[config.mk]
export PLATFORM = sky130hd
export DESIGN_NAME = load_align_unit
export DESIGN_NICKNAME = d
export VERILOG_FILES = /design/src/rtl/load_align_unit.sv
export SDC_FILE = /design/constraint.sdc
export NUM_CORES = 1
export LEC_CHECK = 0
export ABC_AREA = 0
export ABC_CLOCK_PERIOD_IN_PS = 2950
export CORE_MARGIN = 2
export CORE_UTILIZATION = 48
export DETAILED_ROUTE_END_ITERATION = 8
export HOLD_SLACK_MARGIN = 0.1
export PLACE_DENSITY = 0.84
export SETUP_SLACK_MARGIN = 0.1
export SLEW_MARGIN = 25
export SYNTH_ARGS = -nofsm -noshare
export SYNTH_HDL_FRONTEND = slang
export SYNTH_SLANG_ARGS = --single-unit
[constraint.sdc]
create_clock -name clk -period 2.95 [get_ports clk]
set_clock_uncertainty 0.1 [all_clocks]
set_input_delay 0.59 -clock clk [delete_from_list [all_inputs] [get_ports clk]]
set_output_delay 0.59 -clock clk [all_outputs]
set_load 0.005 [all_outputs]
[src/rtl/load_align_unit.sv]
// Sequential load-alignment unit: word-aligned memory reads, little-endian byte merge, sign/zero extension.
// Optional macro LOAD_ALIGN_SPLIT_EN enables two-beat split of word-crossing loads (otherwise they fault).
module load_align_unit #(
  parameter int DATA_W = 32,
  parameter int ADDR_W = 32
) (
  input  logic              clk,
  input  logic              rst_n,
  input  logic              req_valid,
  output logic              req_ready,
  input  logic [ADDR_W-1:0] req_addr,
  input  logic [2:0]        req_op,
  output logic              mem_req,
  input  logic              mem_gnt,
  output logic [ADDR_W-1:0] mem_addr,
  input  logic              mem_rvalid,
  input  logic [DATA_W-1:0] mem_rdata,
  output logic              rsp_valid,
  input  logic              rsp_ready,
  output logic [DATA_W-1:0] rsp_data,
  output logic              rsp_err
);

  localparam int BYTES = DATA_W / 8;
  localparam int OFF_W = $clog2(BYTES);
  localparam int SZ_W  = OFF_W + 2;

  typedef enum logic [2:0] {IDLE, REQ0, WAIT0, REQ1, WAIT1, RESP} state_t;

  state_t            state;
  logic [ADDR_W-1:0] base_q;
  logic [2:0]        op_q;
  logic [OFF_W-1:0]  off_q;
  logic              cross_q;
  logic [DATA_W-1:0] beat0;
  logic [DATA_W-1:0] beat1;

  // Access size in bytes; 32-bit builds treat the word ops as full-width loads.
  function automatic logic [SZ_W-1:0] op_size(input logic [2:0] op);
    case (op)
      3'b001, 3'b010: return SZ_W'(1);
      3'b011, 3'b100: return SZ_W'(2);
      3'b101, 3'b110: return (DATA_W == 64) ? SZ_W'(4) : SZ_W'(BYTES);
      default:        return SZ_W'(BYTES);
    endcase
  endfunction

  function automatic logic op_signed(input logic [2:0] op);
    case (op)
      3'b010, 3'b100: return 1'b1;
      3'b110:         return (DATA_W == 64);
      default:        return 1'b0;
    endcase
  endfunction

  logic [OFF_W-1:0]  req_off;
  logic              req_cross;
  logic [ADDR_W-1:0] req_base;

  assign req_off   = req_addr[OFF_W-1:0];
  assign req_cross = (SZ_W'(req_off) + op_size(req_op)) > SZ_W'(BYTES);
  assign req_base  = {req_addr[ADDR_W-1:OFF_W], {OFF_W{1'b0}}};
  assign req_ready = (state == IDLE);

  logic [DATA_W-1:0] low;
  logic [DATA_W-1:0] masked;
  logic [DATA_W-1:0] merged;
  logic [SZ_W-1:0]   diff;
  logic [SZ_W+2:0]   sh;

  // Shift the requested bytes down to bit 0, then push them to the top and back to extend.
  always_comb begin
    low    = DATA_W'({beat1, beat0} >> {off_q, 3'b000});
    diff   = SZ_W'(BYTES) - op_size(op_q);
    sh     = {diff, 3'b000};
    masked = low << sh;
    if (op_signed(op_q))
      merged = $signed(masked) >>> sh;
    else
      merged = masked >> sh;
  end

  assign rsp_data = (rsp_valid && !rsp_err) ? merged : '0;

  always_ff @(posedge clk or negedge rst_n) begin
    if (!rst_n) begin
      state     <= IDLE;
      base_q    <= '0;
      op_q      <= '0;
      off_q     <= '0;
      cross_q   <= 1'b0;
      beat0     <= '0;
      beat1     <= '0;
      mem_req   <= 1'b0;
      mem_addr  <= '0;
      rsp_valid <= 1'b0;
      rsp_err   <= 1'b0;
    end else begin
      case (state)
        IDLE: begin
          if (req_valid) begin
            base_q  <= req_base;
            op_q    <= req_op;
            off_q   <= req_off;
            cross_q <= req_cross;
            beat0   <= '0;
            beat1   <= '0;
            rsp_err <= 1'b0;
`ifdef LOAD_ALIGN_SPLIT_EN
            mem_req  <= 1'b1;
            mem_addr <= req_base;
            state    <= REQ0;
`else
            if (req_cross) begin
              rsp_valid <= 1'b1;
              rsp_err   <= 1'b1;
              state     <= RESP;
            end else begin
              mem_req  <= 1'b1;
              mem_addr <= req_base;
              state    <= REQ0;
            end
`endif
          end
        end
        REQ0: begin
          if (mem_gnt) begin
            mem_req <= 1'b0;
            state   <= WAIT0;
          end
        end
        WAIT0: begin
          if (mem_rvalid) begin
            beat0 <= mem_rdata;
            if (cross_q) begin
              mem_req  <= 1'b1;
              mem_addr <= base_q + ADDR_W'(BYTES);
              state    <= REQ1;
            end else begin
              rsp_valid <= 1'b1;
              state     <= RESP;
            end
          end
        end
        REQ1: begin
          if (mem_gnt) begin
            mem_req <= 1'b0;
            state   <= WAIT1;
          end
        end
        WAIT1: begin
          if (mem_rvalid) begin
            beat1     <= mem_rdata;
            rsp_valid <= 1'b1;
            state     <= RESP;
          end
        end
        RESP: begin
          if (rsp_ready) begin
            rsp_valid <= 1'b0;
            state     <= IDLE;
          end
        end
        default: state <= IDLE;
      endcase
    end
  end

endmodule

==> out/results.ini, run 1 <==
[power_and_ir_drop]
vdd.ir_drop.worst_v = 0.0005179
total_leakage_power_nw = 4.312
powerDensity_nw_per_um2 = 1112
p_total_mw = 11.45

[yosys]
synth.mux.area_fraction_pct = 20.41
synth_compound_area_share_pct = 10.49
ys.warnings.count = 0
combinational_family_with_the_most_area_after_synthesis = multiplexers
synth_cell_type_count = 55
yosysSeqAreaShare_pct = 42.85
synth_seq_cells = 127
synth_enable_flop_cells = 0
synthesis.area_per_instance_sq_um = 9.521
synthSimpleGateAreaFrac_pct = 19.35
netlist_area_pre_place_sq_um = 7417
synth-async-reset-ratio_pct = 100.0
synth_xor_area_share_pct = 2.193
netlist_instances = 779
dominantRegCellSynth = dfrtp_1
synth-adder-area-share_pct = 0.9447

[critical_path]
timing.critical_path.slowest_cell_delay_ns = 0.46
series_of_cell_instances_along_the_critical_path = buf_6 -> xor2_4 -> nand2b_4 -> ha_4 -> clkbuf_16 -> mux2i_1 -> mux4_2 -> o21a_1 -> a21oi_2 -> buf_2
cp-end-kind = primary output
critPathSlowestCell = mux4_2
required_time_at_the_endpoint_of_the_critical_path_ns = 2.26
critical_path.max_fanout = 5
cp-start-kind = flip-flop
cp.buffers_inverters = 3
crit_type = flip-flop to primary output
timing.critical_path.arrival_ns = 2.70
timing.critical_path.max_delay_family = multiplexers

[floorplan]
start_util_pct = 48.97
design.die.area_sq_um = 16460
coreArea_sq_um = 15150
row_count = 45
die_h_um = 128.3
die_width_um = 128.3
floorplan.io_pins = 141

[finish]
multi_input_combinational_cell_area_sq_um = 4282
final_cell_count_no_fill = 1154
fin_util_pct = 67.97
final_cell_mix = nand2_1 (163), dfrtp_1 (125), clkdlybuf4s50_1 (103), o21ai_0 (61), mux2_2 (57)
regArea_sq_um = 3181
flow.area_growth_from_synthesis_pct = 38.80
fraction_of_final_layout_cells_sized_beyond_drive_strength_1_pct = 28.39
finish.net_count = 1032
layout.cells.most_common = nand2_1
post-route-cell-area_sq_um = 10290
n_fill_cell = 1069

[status]
failed_checks = setup timing
run_status = finished, violations left

[global_route]
grt_start_max_net_pins = 65
grt_util_all_layers_pct = 26.44
grt_overflow = 0
grt_pass1_vias = 6737
grt_antenna_before_repair = 2
grt_pass1_wl_mm = 34.11

[timing]
rsz0062_at_grt = yes
slew_headroom_pct = 47.54
hold_violations = 0
max_freq_mhz = 295.2
report.final.slew_viol_count = 0
setup_violations = 24
post-route-worst-setup-slack_ns = -0.4380
post-route-period-util_pct = 114.8
final.min_clock_period_ns = 3.388
worst-slew-pin-transition_ns = 0.7797
setup_total_negative_slack_ns = -5.277

[place]
placed_area_sq_um = 9336
io_buffers = 138
place.detailed.hpwl_mm = 13.85
routabilityCongestion = 0.8856
post-place-cells = 1099

[clock_network]
clockBufferDepth = 2
cts_max_level = 4
worst_skew_pair.late_latency_ns = 0.42
cts_num_sinks = 127
cts-root-buf = clkbuf_16
tritoncts = built
clk_pin_slew_ns = 0.06
tritoncts.num_buffers = 17

[route]
via_per_inst = 6.021
route.antenna.remaining_nets = 0
route.vias.total = 6948
detail_route.drc_violations = 0
drt_pre_antenna_iters = 8
wire_per_inst_um = 18.76
drt-initial-drc-count = 651
drt_wl_total_mm = 21.65

[hold_path]
hp-class = flip-flop to flip-flop

[run]
maxCapViolations = 0

stage by stage:
step                worst slack (ns)  hold slack (ns)
floorplan                    0.09863           0.1944
global placement             -0.4135           0.3472
detailed placement           -0.4705           0.3562
CTS                          -0.4271           0.3667
global route                 -0.5671           0.3776
finish                       -0.4380           0.3695
worst paths after layout:
path | startpoint | to | slack (ns) | depth (start not counted)
min in group asynchronous | rst_n | beat0[6]$_DFFE_PN0P_ | 0.63 | 2
max | op_q[1]$_DFFE_PN0P_ | rsp_data[26] | -0.44 | 10
max reg2reg | base_q[2]$_DFFE_PN0P_ | mem_addr[26]$_DFFE_PN0P_ | 0.29 | 6
min reg2reg | beat1[22]$_DFFE_PN0P_ | beat1[22]$_DFFE_PN0P_ | 0.37 | 2
max in group asynchronous | rst_n | base_q[12]$_DFFE_PN0P_ | 1.44 | 3
min | beat1[22]$_DFFE_PN0P_ | beat1[22]$_DFFE_PN0P_ | 0.37 | 2
layout make-up:
type	count	share of cell area, %
antenna	1	0.02431
timing repair buffer	212	19.68
sequential	127	30.89
tap	188	2.285
inverter	12	0.4375
clock buffer	22	4.703
clock inverter	8	0.3889
multi-input combinational	584	41.59
state kept, by name, summed over array words and instances (netlist names):
name       flops
beat1         24
beat0         32
base_q        30
op_q           3
off_q          2
state          3
mem_req        1
cross_q        1
mem_addr      30
rsp_valid      1
metal layers:
| layer | global-route usage (%) | vias to the layer above | share of wire [%] |
|---|---|---|---|
| met5 | 0 | - | 0.074 |
| met4 | 9.955 | 2 | 3.2 |
| met3 | 7.137 | 68 | 8.3 |
| met2 | 42.24 | 339 | 49 |
| met1 | 34.76 | 3416 | 40 |
| li1 | - | 3123 | - |
synthesized netlist by cell type (3+ instances only):
master / instances / share of area (%)
nand4_1: 4 / 0.34
clkbuf_1: 44 / 2.2
a31oi_1: 10 / 0.84
o31ai_1: 5 / 0.51
mux2i_1: 14 / 1.9
inv_1: 12 / 0.61
o32ai_1: 3 / 0.35
mux2_2: 58 / 8.8
nor2_1: 49 / 2.5
a21o_1: 4 / 0.40
nand3_1: 43 / 2.9
or4_1: 6 / 0.61
or3_1: 6 / 0.51
nand2_1: 169 / 8.6
a21oi_1: 28 / 1.9
nor4_1: 7 / 0.59
xnor2_1: 13 / 1.5
nor3_1: 13 / 0.88
a22oi_1: 3 / 0.30
o21ai_0: 61 / 4.1
nor2b_1: 9 / 0.76
dfrtp_1: 127 / 43
buf_1: 4 / 0.20
xor2_1: 3 / 0.35
nand2b_1: 4 / 0.34
buf_2: 7 / 0.47
and2_1: 3 / 0.25
mux4_2: 31 / 9.4
ha_1: 4 / 0.67
cells by family after synthesis:
family	count (synthesis)
adders and majority gates	5
DFF	127
buffers and inverters	69
and+or+nand+nor	322
muxes	105
xor gates and xnor gates	17
other	1
AOI/OAI and AO/OA	133
tightest hold or removal path: stages, from the launching register on:
cell	delay, ns
dfrtp_1	0.34
nand2_1	0.05
nand2_1	0.05
where the power goes:
| group | leakage [nW] | internal (mW) | switching [mW] |
|---|---|---|---|
| clock network | 0.271 | 1.14 | 0.729 |
| logic | 2.43 | 3.31 | 2.99 |
| registers | 1.61 | 2.49 | 0.799 |
| total | 4.31 | 6.94 | 4.51 |
timing repair:
action	4_1_cts	5_1_grt
resized for setup	104	81
setup endpoints to repair	59	52
hold buffers	1	0
pin swaps	10	18
endpoints found under the hold margin	37	0
setup buffers	10	11
gates cloned	2	1
(Power assumes the default switching activity.)
==> inputs of run 2 (changes only) <==
Settings changed: ABC_CLOCK_PERIOD_IN_PS 2950 to 3250, CORE_MARGIN 2 to not set, CORE_UTILIZATION 48 to 45, PLACE_DENSITY 0.84 to 0.77.
Clock period 2.95 ns to 3.25 ns, I/O delays scaled along.
==> run 2 against run 1 <==
  * The flow still finishes with violations (setup timing)
  * Core utilization fell by 2.8 points
  * Clock-buffer cell count fell by 1
  * Flip-flop and latch count did not move
  * Final cell count rose by 2.1%
  * Global-route usage fell by 1.0 points
  * Critical endpoint is now rsp_data[24]
  * Largest power group unchanged
==> out/results.ini, run 2 (same netlist as run 1, synthesis figures left out) <==
[status]
failed_checks = setup timing
run_status = finished, violations left

[place]
io_buffers = 138
placed_area_sq_um = 9245
routabilityCongestion = 0.8654
post-place-cells = 1120
place.detailed.hpwl_mm = 13.44
preCtsSetupSlack_ns = -0.2871

[critical_path]
required_time_at_the_endpoint_of_the_critical_path_ns = 2.50
cp-end-kind = primary output
flop2flop_setup_slack_ns = 0.60
cp-start-kind = flip-flop
crit_type = flip-flop to primary output
critical_path.max_fanout = 6
timing.critical_path.arrival_ns = 2.73

[finish]
finish.net_count = 1027
num_antenna_cells = 0
fin_util_pct = 65.16
number_of_flip_flops_in_the_largest_register = 32
flow.area_growth_from_synthesis_pct = 40.57
largest_register = beat0
post-route-cell-area_sq_um = 10430
top_regs = beat0 (32), base_q (30), mem_addr (30)
final_cell_mix = nand2_1 (168), dfrtp_1 (125), clkdlybuf4s50_1 (112), o21ai_0 (61), mux2_2 (57)
fraction_of_final_layout_cells_sized_beyond_drive_strength_1_pct = 27.65
final_cell_count_no_fill = 1178
layout.cells.most_common = nand2_1

[global_route]
grt_util_all_layers_pct = 25.42
grt_pass1_wl_mm = 33.06
grt_start_max_net_pins = 65
grt_antenna_before_repair = 0
grt_pass1_vias = 6439
grt_overflow = 0

[route]
drt_pre_antenna_iters = 7
drt-initial-drc-count = 558
via_per_inst = 5.728
route.vias.total = 6748
detail_route.drc_violations = 0
wire_per_inst_um = 18.25
drt_wl_total_mm = 21.50
route.antenna.remaining_nets = 0

[clock_network]
tritoncts = built
tritoncts.num_buffers = 17
clk_pin_slew_ns = 0.06
cts_max_level = 4
cts_num_sinks = 127
worst_skew_pair.late_latency_ns = 0.43
clockBufferDepth = 2
cts-root-buf = clkbuf_16

[timing]
setup_violations = 21
slew_headroom_pct = 38.29
rsz0062_at_grt = yes
post-route-worst-setup-slack_ns = -0.2348
post-route-period-util_pct = 107.2
max_freq_mhz = 287.0
hold_ws_ns = 0.1702
worst-slew-pin-transition_ns = 0.9172
final.min_clock_period_ns = 3.485
report.final.slew_viol_count = 0
hold_violations = 0
setup_total_negative_slack_ns = -1.438

[power_and_ir_drop]
powerDensity_nw_per_um2 = 1038
vdd.ir_drop.worst_v = 0.0005539
total_leakage_power_nw = 4.308
p_total_mw = 10.83

[floorplan]
start_util_pct = 46.36
design.die.area_sq_um = 17000
floorplan.io_pins = 141
die_width_um = 130.4
row_count = 46
die_h_um = 130.4
coreArea_sq_um = 16000

[hold_path]
hp-class = primary input to async pin

[run]
maxCapViolations = 0

==> run 2: power breakdown <==
| part | total (mW) | leakage, nW | switching, mW | internal (mW) |
|---|---|---|---|---|
| logic | 5.74 | 2.38 | 2.73 | 3.01 |
| registers | 2.98 | 1.61 | 0.727 | 2.26 |
| clock network | 2.10 | 0.317 | 0.706 | 1.40 |
==> run 2: path summary, 6_finish.rpt <==
path                                        from                       end  cells after the start
setup / recovery             op_q[1]$_DFFE_PN0P_              rsp_data[24]                     10
hold / removal                             rst_n  mem_addr[15]$_DFFE_PN0P_                      1
setup reg to reg           base_q[2]$_DFFE_PN0P_  mem_addr[26]$_DFFE_PN0P_                      6
hold reg to reg            beat1[21]$_DFFE_PN0P_     beat1[21]$_DFFE_PN0P_                      2
max in group asynchronous                  rst_n     beat0[20]$_DFFE_PN0P_                      2
min in group clk           beat1[21]$_DFFE_PN0P_     beat1[21]$_DFFE_PN0P_                      2
==> run 2: worst max-delay path, cell delays in order (launching register included) <==
cell and delay [ns]:
dfrtp_2 0.43, nand2b_4 0.15, mux2_4 0.28, ha_4 0.30, buf_8 0.14, mux2i_4 0.23
mux2i_1 0.14, a221oi_2 0.28, a21o_1 0.16, a21oi_2 0.06, buf_2 0.13
==> run 2: final cells by class <==
type | instances | area [sq um]
inverter | 12 | 50.05
fill | 1236 | 5574
sequential | 127 | 3181
timing repair buffer | 207 | 1994
tap | 216 | 270.3
clock inverter | 11 | 186.4
clock buffer | 21 | 460.4
multi-input combinational | 584 | 4284
==> run 2: repair_timing <==
item / in CTS / in global routing
cloned: 0 / 3
resized for setup: 149 / 42
setup endpoints to repair: 31 / 61
pin swaps: 22 / 14
buffers inserted: 16 / 7
hold buffers: 0 / 0
==> run 2: metal layers <==
layer  wire (um)  global-route usage [%]  share of wire [%]  vias up
met5           0                       0                  0        -
met4         642                   11.49                3.0        0
met1        8990                   33.99                 42     3336
li1            -                       -                  -     3126
met3        1262                   4.805                5.9       47
met2       10610                   40.39                 49      239
